===== src/rtl/mau_pkg.sv =====
// Shared types and helpers for the load/store sequencer.
package mau_pkg;

    localparam int unsigned LANES  = 4;
    localparam int unsigned LANE_W = 8;
    localparam int unsigned WORD_W = LANES * LANE_W;
    localparam int unsigned HALF_W = 2 * LANE_W;

    typedef enum logic [1:0] {
        SZ_BYTE = 2'd0,
        SZ_HALF = 2'd1,
        SZ_WORD = 2'd2
    } mau_size_t;

    typedef enum logic [1:0] {
        IDLE = 2'd0,
        RD   = 2'd1,
        WR   = 2'd2,
        RESP = 2'd3
    } mau_state_t;

    // Size code 2'b11 is reserved and behaves as a word.
    function automatic logic is_word(input logic [1:0] size);
        return size[1];
    endfunction

    function automatic logic is_misaligned(input logic [1:0] size, input logic [1:0] lane);
        return ((size == SZ_HALF) && lane[0]) || (is_word(size) && (lane != 2'd0));
    endfunction

endpackage


===== src/rtl/mau_lane_unit.sv =====
// Byte-lane extract/extend for loads and lane merge for stores (little-endian).
module mau_lane_unit
    import mau_pkg::*;
(
    input  logic [1:0]        size,
    input  logic [1:0]        lane,
    input  logic              sign_ext,
    input  logic [WORD_W-1:0] word_in,
    input  logic [WORD_W-1:0] wdata,
    output logic [WORD_W-1:0] load_data_c,
    output logic [WORD_W-1:0] store_word_c
);

    logic [LANE_W-1:0] byte_sel;
    logic [HALF_W-1:0] half_sel;

    always_comb begin
        byte_sel = word_in[LANE_W-1:0];
        case (lane)
            2'd1:    byte_sel = word_in[2*LANE_W-1:LANE_W];
            2'd2:    byte_sel = word_in[3*LANE_W-1:2*LANE_W];
            2'd3:    byte_sel = word_in[4*LANE_W-1:3*LANE_W];
            default: byte_sel = word_in[LANE_W-1:0];
        endcase
        half_sel = lane[1] ? word_in[WORD_W-1:HALF_W] : word_in[HALF_W-1:0];

        load_data_c = word_in;
        case (size)
            SZ_BYTE: load_data_c = {{(WORD_W-LANE_W){sign_ext & byte_sel[LANE_W-1]}}, byte_sel};
            SZ_HALF: load_data_c = {{(WORD_W-HALF_W){sign_ext & half_sel[HALF_W-1]}}, half_sel};
            default: load_data_c = word_in;
        endcase
    end

    // Replace only the addressed lanes of the previously read word.
    always_comb begin
        store_word_c = word_in;
        case (size)
            SZ_BYTE: begin
                case (lane)
                    2'd1:    store_word_c[2*LANE_W-1:LANE_W]        = wdata[LANE_W-1:0];
                    2'd2:    store_word_c[3*LANE_W-1:2*LANE_W]      = wdata[LANE_W-1:0];
                    2'd3:    store_word_c[4*LANE_W-1:3*LANE_W]      = wdata[LANE_W-1:0];
                    default: store_word_c[LANE_W-1:0]               = wdata[LANE_W-1:0];
                endcase
            end
            SZ_HALF: begin
                if (lane[1]) store_word_c[WORD_W-1:HALF_W] = wdata[HALF_W-1:0];
                else         store_word_c[HALF_W-1:0]      = wdata[HALF_W-1:0];
            end
            default: store_word_c = wdata;
        endcase
    end

endmodule


===== src/rtl/mem_access_unit.sv =====
// Load/store sequencer: word-wide memory cycles, RMW for sub-word stores, load extension.
// Optional misaligned-access trap enabled by defining MAU_MISALIGN_TRAP_EN.
module mem_access_unit
    import mau_pkg::*;
#(
    parameter int unsigned ADDR_W = 32,
    parameter int unsigned DATA_W = WORD_W
) (
    input  logic              clk,
    input  logic              rst_n,
    input  logic              req_valid,
    output logic              req_ready,
    input  logic              req_write,
    input  logic [1:0]        req_size,
    input  logic              req_signed,
    input  logic [ADDR_W-1:0] req_addr,
    input  logic [DATA_W-1:0] req_wdata,
    output logic              resp_valid,
    output logic [DATA_W-1:0] resp_rdata,
    output logic              resp_err,
    output logic [ADDR_W-1:0] mem_address,
    output logic [DATA_W-1:0] mem_write_data,
    output logic              mem_read,
    output logic              mem_write,
    input  logic [DATA_W-1:0] mem_read_data
);

    mau_state_t        state_q, state_d;
    logic [ADDR_W-1:0] addr_q, addr_d;
    logic [DATA_W-1:0] wdata_q, wdata_d;
    logic [1:0]        size_q, size_d;
    logic              signed_q, signed_d;
    logic              write_q, write_d;
    logic [DATA_W-1:0] rd_q, rd_d;
    logic              req_ready_q, req_ready_d;
    logic              resp_valid_q, resp_valid_d;
    logic              resp_err_q, resp_err_d;
    logic [DATA_W-1:0] resp_rdata_q, resp_rdata_d;

    logic              trap_c;
    logic [DATA_W-1:0] lane_word_c;
    logic [DATA_W-1:0] load_data_c;
    logic [DATA_W-1:0] store_word_c;

`ifdef MAU_MISALIGN_TRAP_EN
    assign trap_c = is_misaligned(req_size, req_addr[1:0]);
`else
    assign trap_c = 1'b0;
`endif

    // Extract straight from memory during RD; merge against the captured word during WR.
    assign lane_word_c = (state_q == RD) ? mem_read_data : rd_q;

    mau_lane_unit u_lane (
        .size         (size_q),
        .lane         (addr_q[1:0]),
        .sign_ext     (signed_q),
        .word_in      (lane_word_c),
        .wdata        (wdata_q),
        .load_data_c  (load_data_c),
        .store_word_c (store_word_c)
    );

    always_comb begin
        state_d      = state_q;
        addr_d       = addr_q;
        wdata_d      = wdata_q;
        size_d       = size_q;
        signed_d     = signed_q;
        write_d      = write_q;
        rd_d         = rd_q;
        req_ready_d  = 1'b0;
        resp_valid_d = 1'b0;
        resp_err_d   = 1'b0;
        resp_rdata_d = resp_rdata_q;

        case (state_q)
            IDLE: begin
                if (req_valid) begin
                    addr_d   = req_addr;
                    wdata_d  = req_wdata;
                    size_d   = req_size;
                    signed_d = req_signed;
                    write_d  = req_write;
                    if (trap_c) begin
                        state_d      = RESP;
                        resp_valid_d = 1'b1;
                        resp_err_d   = 1'b1;
                        resp_rdata_d = '0;
                    end else if (req_write && is_word(req_size)) begin
                        state_d = WR;
                    end else begin
                        state_d = RD;
                    end
                end else begin
                    req_ready_d = 1'b1;
                end
            end
            RD: begin
                rd_d = mem_read_data;
                if (write_q) begin
                    state_d = WR;
                end else begin
                    state_d      = RESP;
                    resp_valid_d = 1'b1;
                    resp_rdata_d = load_data_c;
                end
            end
            WR: begin
                state_d      = RESP;
                resp_valid_d = 1'b1;
                resp_rdata_d = '0;
            end
            default: begin
                state_d     = IDLE;
                req_ready_d = 1'b1;
            end
        endcase
    end

    always_ff @(posedge clk or negedge rst_n) begin
        if (!rst_n) begin
            state_q      <= IDLE;
            addr_q       <= '0;
            wdata_q      <= '0;
            size_q       <= 2'd0;
            signed_q     <= 1'b0;
            write_q      <= 1'b0;
            rd_q         <= '0;
            req_ready_q  <= 1'b1;
            resp_valid_q <= 1'b0;
            resp_err_q   <= 1'b0;
            resp_rdata_q <= '0;
        end else begin
            state_q      <= state_d;
            addr_q       <= addr_d;
            wdata_q      <= wdata_d;
            size_q       <= size_d;
            signed_q     <= signed_d;
            write_q      <= write_d;
            rd_q         <= rd_d;
            req_ready_q  <= req_ready_d;
            resp_valid_q <= resp_valid_d;
            resp_err_q   <= resp_err_d;
            resp_rdata_q <= resp_rdata_d;
        end
    end

    assign req_ready  = req_ready_q;
    assign resp_valid = resp_valid_q;
    assign resp_err   = resp_err_q;
    assign resp_rdata = resp_rdata_q;

    // Memory strobes decode from state so an async reset drops them at once.
    assign mem_read       = (state_q == RD);
    assign mem_write      = (state_q == WR);
    assign mem_address    = {addr_q[ADDR_W-1:2], 2'b00};
    assign mem_write_data = (state_q == WR) ? store_word_c : '0;

endmodule

===== config.mk =====
export PLATFORM = sky130hd
export DESIGN_NAME = mem_access_unit
export DESIGN_NICKNAME = d
export VERILOG_FILES = /design/src/rtl/mau_pkg.sv /design/src/rtl/mau_lane_unit.sv /design/src/rtl/mem_access_unit.sv
export SDC_FILE = /design/constraint.sdc
export NUM_CORES = 1
export LEC_CHECK = 0
export CAP_MARGIN = 20
export CORE_MARGIN = 5
export CORE_UTILIZATION = 48
export CTS_CLUSTER_SIZE = 12
export DETAILED_ROUTE_END_ITERATION = 7
export GPL_TIMING_DRIVEN = 0
export HOLD_SLACK_MARGIN = 0.08
export PLACE_DENSITY = 0.8
export SYNTH_ARGS = -nofsm -noshare
export SYNTH_HDL_FRONTEND = slang
export SYNTH_SLANG_ARGS = --single-unit

===== constraint.sdc =====
create_clock -name clk -period 2.77 [get_ports clk]
set_input_delay 0.6925 -clock clk [delete_from_list [all_inputs] [get_ports clk]]
set_output_delay 0.6925 -clock clk [all_outputs]
set_load 0.02 [all_outputs]

Word-level counts from Yosys, hierarchy flattened

Cells that the tools add are included.

Equality and inequality tests: 8
Mux-type cells: 22
Bitwise gates (word level): 2
Reductions and logical operators: 8

Operators with widths:

| operator           | number |
|---|---|
| $pmux 32 s2        | 3 |
| $mux 32            | 3 |
| $mux 16            | 3 |
| $mux 8             | 4 |
| $pmux 8 s3         | 1 |
| $eq 2x1->1 const B | 3 |
| $eq 2x2->1 const B | 3 |
| $pmux 2 s3         | 1 |
| $logic_not 2->1    | 2 |
| $mux 2             | 2 |
| $ne 2x2->1 const B | 2 |
| $pmux 1 s2         | 2 |
| $reduce_and 2->1   | 2 |
| $mux 1             | 3 |
| $reduce_or 3->1    | 1 |
| $and 1x1->1        | 2 |
| $reduce_bool 2->1  | 1 |
| $reduce_or 2->1    | 1 |
| $logic_and 1x1->1  | 1 |

Flip-flop bits (word level): 136
Input port bits: 103

Longest topological paths before layout

Depth after elaboration: 7
Mapped depth: 10
Gate-level depth less buffers: 7

Hierarchy

Synthesis repeated with hierarchy kept, for this count alone.

Cells, all modules: 614
Area total of the unflattened synthesis: 7348.3 um^2

By module, submodules not included:

| module          | instances | cells each | area each (um^2) | sequential area each (um^2) |
|---|---|---|---|---|
| mem_access_unit | 1         | 378        | 5635.4           | 3404.5 |
| mau_lane_unit   | 1         | 236        | 1712.9           | 0.0 |

Least setup slack after synthesis

OpenSTA, ideal clock, no wires.

Kind: reg2out
Start: reg state_q[1]
End: out mem_write_data[13]
Arrival: 2.067 ns
Data required time: 2.078 ns
Path slack: 0.011 ns
Cell stages (with the launch flop): 11
Cell sequence: dfrtp_1 > inv_1 > ha_1 > buf_6 > buf_12 > buf_12 > mux2i_4 > inv_2 > o22ai_1 > a22oi_1 > o221a_1

Word-level cells in the longest chain between the ends: 5
Elaborated cells on any way between the ends: 7
Classes of those cells: eq/ne (2); mux (5)

Ends and longest elaborated chain:

| item                                     | line                                     | source |
|---|---|---|
| from (decl)                              | mem_access_unit.sv:28                    | `mau_state_t state_q, state_d;` |
| from (signal assigned)                   | mem_access_unit.sv:135                   | `state_q <= state_d;` |
| $eq 2x1->1 (*)                           | -                                        |  |
| named net mem_read                       | mem_access_unit.sv:23                    | `output logic mem_read,` |
| $mux 32 (*)                              | -                                        |  |
| named net lane_word_c[13]                | mem_access_unit.sv:41                    | `logic [DATA_W-1:0] lane_word_c;` |
| $mux 16 / $mux 8 (equally long branches) | mau_lane_unit.sv:48, mau_lane_unit.sv:40 |  |
| $pmux 32 s2 (*)                          | mau_lane_unit.sv:38                      | `case (size)` |
| $mux 32 (*)                              | mem_access_unit.sv:158                   | `assign mem_write_data = (state_q == WR) ? store_word_c : '0;` |
| to (decl)                                | mem_access_unit.sv:22                    | `output logic [DATA_W-1:0] mem_write_data,` |

The timed path passes the listed nets; every way through them passes the cells marked *.

Worst setup path in the final report

Start: reg state_q[1]
End: out mem_write_data[30]

Word-level cells in the longest chain between the ends: 5
Elaborated cells on any way between the ends: 7
Classes of those cells: eq/ne (2); mux (5)

Ends and longest elaborated chain:

| item                                     | line                                     | source |
|---|---|---|
| $eq 2x1->1 (*)                           | mem_access_unit.sv:52                    | `assign lane_word_c = (state_q == RD) ? mem_read_data : rd_q;` |
| $mux 32 (*)                              | -                                        |  |
| named net lane_word_c[30]                | mem_access_unit.sv:41                    |  |
| $mux 16 / $mux 8 (equally long branches) | mau_lane_unit.sv:48, mau_lane_unit.sv:40 |  |
| $pmux 32 s2 (*)                          | mau_lane_unit.sv:38                      |  |
| $mux 32 (*)                              | mem_access_unit.sv:158                   |  |

Marks and branches as above.

==> run metrics <==
status=finished with violations; violated checks=setup timing; Synth top area share=47.64%; Sum Neg Setup Slack=-6802 ps; sequential fraction of the synthesis area=48.01%; WL/cell=22.05 um; register clock-pin slew on the reported worst setup and hold paths=approximately 60 ps; EDFF count, synth=0; IO Count=around 200; worst slew pin tran=roughly 750 ps; die width=between 100 and 150 um; # fillers=944; total CTS buffers=17; critical path arrival=between 2000 and 2500 ps; # H-tree levels=4; Die ar.=about 0.017 mm^2; Seq cells post-synth=136; fmax=between 0.3 and 0.4 GHz; Crit. End Element=output pin; Req. time, crit path=2080 ps; CTS tree=yes; overall power=16.34 mW; met1 usage=35.03%; Critical Path Source Type=flop; clk root buf=clkbuf_16; Worst path slowest cell=dfrtp_1; GRT overflow=0; Worst Skew=approximately 8.1 ps; Chip Height=approximately 130 um; total core area=approximately 0.015 mm^2; met3 capacity usage during global routing=~6.3%; DR vias=approximately 6.4k; setup violators final=31; synthesis-to-finish area growth=56.51%; worst-case vdd ir drop=~670 uV; DR pass1 iterations=7; CTS Sinks=roughly 140; FF-to-FF Start=state_q[0]$_DFFE_PN0P_; HPWL Detailed=16690 um; Routed WL=24540 um; # rows=44; DRC errors left=0; layout cell share with drive strength beyond 1=between 30 and 40%; slowest cell delay on critical path=between 300 and 400 ps; kind of critical path=reg2out; met2 GRT Util=a little under half; hold_ws=~200 ps; Mean Syn Cell Area=around 11 um^2; cells along the critical path=inv_2, ha_4, buf_12, buf_12, mux2_4, o22a_1, o221ai_2, a21boi_1, buf_2; terminus of the critical flop-to-flop path=resp_rdata[17]$_DFFE_PN0P_; crit share post-route=110.9%; relative max-transition margin=roughly half; GRT Total Usage=between 20% and 30%; Initial DRC Count=572; Main synth FF type=dfrtp_1; unrepaired setup endpoints after global routing=true; share of flip-flops with an asynchronous set or reset=between 90% and 100%; crit path buf inv count=4; Leak=between 4 and 5 nW; IO Port Bufs=200; Slew Limit Fails=0; vias in the first global route=6610; gp weighted congestion=between 0.9 and 1; utilization after layout=around three quarters; Worst Setup Slack, final=-301.7 ps; Post-Syn Area=just over 0.007 mm^2; wire length of the first global-routing pass=~38000 um; most used cell along the critical path=buf_12; clock buffer depth=2; library cells used by synthesis=52; post-route antenna net violation count=0; FF-to-FF path depth=10; largest net degree at the start of global routing=90; fin crit period=3072 ps; Starting Density=between 40% and 50%; initial antenna violation count=1; Area contributors post-synth=dfrtp_1 48%, mux2_2 12%, buf_4 3.7%; layout net count=between 1k and 1.5k; GRT busiest layer=met2; Hold/Removal Path Class=in2async; Post-Syn Instances=between 600 and 700; Hold Vio Cnt, Final=0; pre-CTS setup slack=-836.5 ps; Yosys Warn Count=0; Skew-Pair Late Insertion Delay=430 ps; pwr/cell area=1472 mW/mm^2; CTS Hold Bufs=0; area leader, netlist=dfrtp_1; CP max FO=5; post-DR vias/cell=5.788; flop2flop setup slack=roughly 330 ps; Max-Cap Viols=0; CP delay by family, top=compound AO/OA/AOI/OAI gates
power breakdown:
part | internal, mW | total, mW | leakage [nW] | switching (mW)
sequential | 2.99 | 3.72 | 1.65 | 0.730
combinational | 4.96 | 10.0 | 2.79 | 5.06
clock | 1.71 | 2.59 | 0.328 | 0.882
total | 9.66 | 16.3 | 4.77 | 6.68
final cells by class:
class / count / area (um^2) / area share (%)
multi-input cells: 376 / 3450 / 31.08
flip-flops and latches: 136 / 3406 / 30.68
repair buffers: 270 / 2666 / 24.02
plain buffers: 81 / 553.0 / 4.983
clock buffers: 20 / 446.7 / 4.024
well taps: 184 / 230.2 / 2.074
clock inverters: 12 / 221.5 / 1.995
inverters: 33 / 123.9 / 1.116
diodes: 1 / 2.502 / 0.02255
what timing repair did:
action / 4_1_cts / 5_1_grt
setup endpoints to repair: 32 / 32
gates cloned: 2 / 0
resized for setup: 249 / 75
pin swaps: 15 / 28
buffers inserted: 43 / 30
layer usage:
layer / routed length [um] / part of all wire, %
met5: 0 / 0
met4: 871 / 3.5
met2: 12200 / 50
met1: 9478 / 39
met3: 1988 / 8.1
state kept, by name, summed over array words and instances (netlist names):
signal / count
rd_q: 32
resp_valid: 1
wdata_q: 32
size_q: 2
req_ready: 1
signed_q: 1
addr_q: 32
write_q: 1
state_q: 2
resp_rdata: 32
synth_stat cells (all sizes together) (4+ instances only):
library cell and instances:
ha 4, o21ai 13, nor3 22, mux2 83
clkbuf 19, a32o 7, a21oi 35, and2 8
nand2 39, a22oi 10, dfrtp 135, a32oi 7
inv 32, o22a 8, mux2i 19, or2 8
o211a 8, a21boi 9, o221ai 8, a2bb2oi 7
o221a 8, buf 64, o211ai 35, o22ai 10
o21a 7
cells by family after synthesis:
kind of cell             Yosys count  share of synthesized area (%)
other                              1                        0.05288
buffers and inverters            116                          8.962
multiplexers                     102                          17.45
AO/OA/AOI/OAI                    177                          18.58
adder cells (fa/ha/maj)            4                         0.7057
AND/OR/NAND/NOR                   90                          6.246
flip-flops                       136                          48.01
through the flow:
step                      instances  cell area [um^2]
after global routing           1113             11100
final                          1113             11100
after floorplan                 628              7099
after detailed placement       1013              9360
after CTS                      1089             10760
after global placement         1012              9331
worst max-delay path by stage:
stage               slack (ps)                      to  cells after the start              startpoint
floorplan                   10      mem_write_data[13]                     10  state_q[1]$_DFFE_PN0P_
global placement         -4040  wdata_q[2]$_DFFE_PN0P_                      1                   rst_n
detailed placement        -840      mem_write_data[31]                      7       mem_read_data[31]
CTS                       -390      mem_write_data[11]                     12  state_q[1]$_DFFE_PN0P_
global route              -390      mem_write_data[10]                     10  state_q[1]$_DFFE_PN0P_
finish                    -300      mem_write_data[30]                      9  state_q[1]$_DFFE_PN0P_
cells in the final DEF, fill, tap and decap left out, types with 8 or more instances in the layout:
cell and n:
clkdlybuf4s50_1 167, dfrtp_1 134, buf_4 94, mux2_2 69, nand2_1 39, o211ai_1 35
buf_6 34, a21oi_1 26, inv_1 21, mux2i_4 18, buf_2 18, nor3_1 18
clkbuf_16 17, mux2_4 14, clkbuf_1 13, inv_2 11, o21ai_0 9, o22a_1 8
and2_1 8, o221ai_2 8, a21oi_2 8, o211a_1 8
Note: power is estimated with default switching activity, not from simulation.
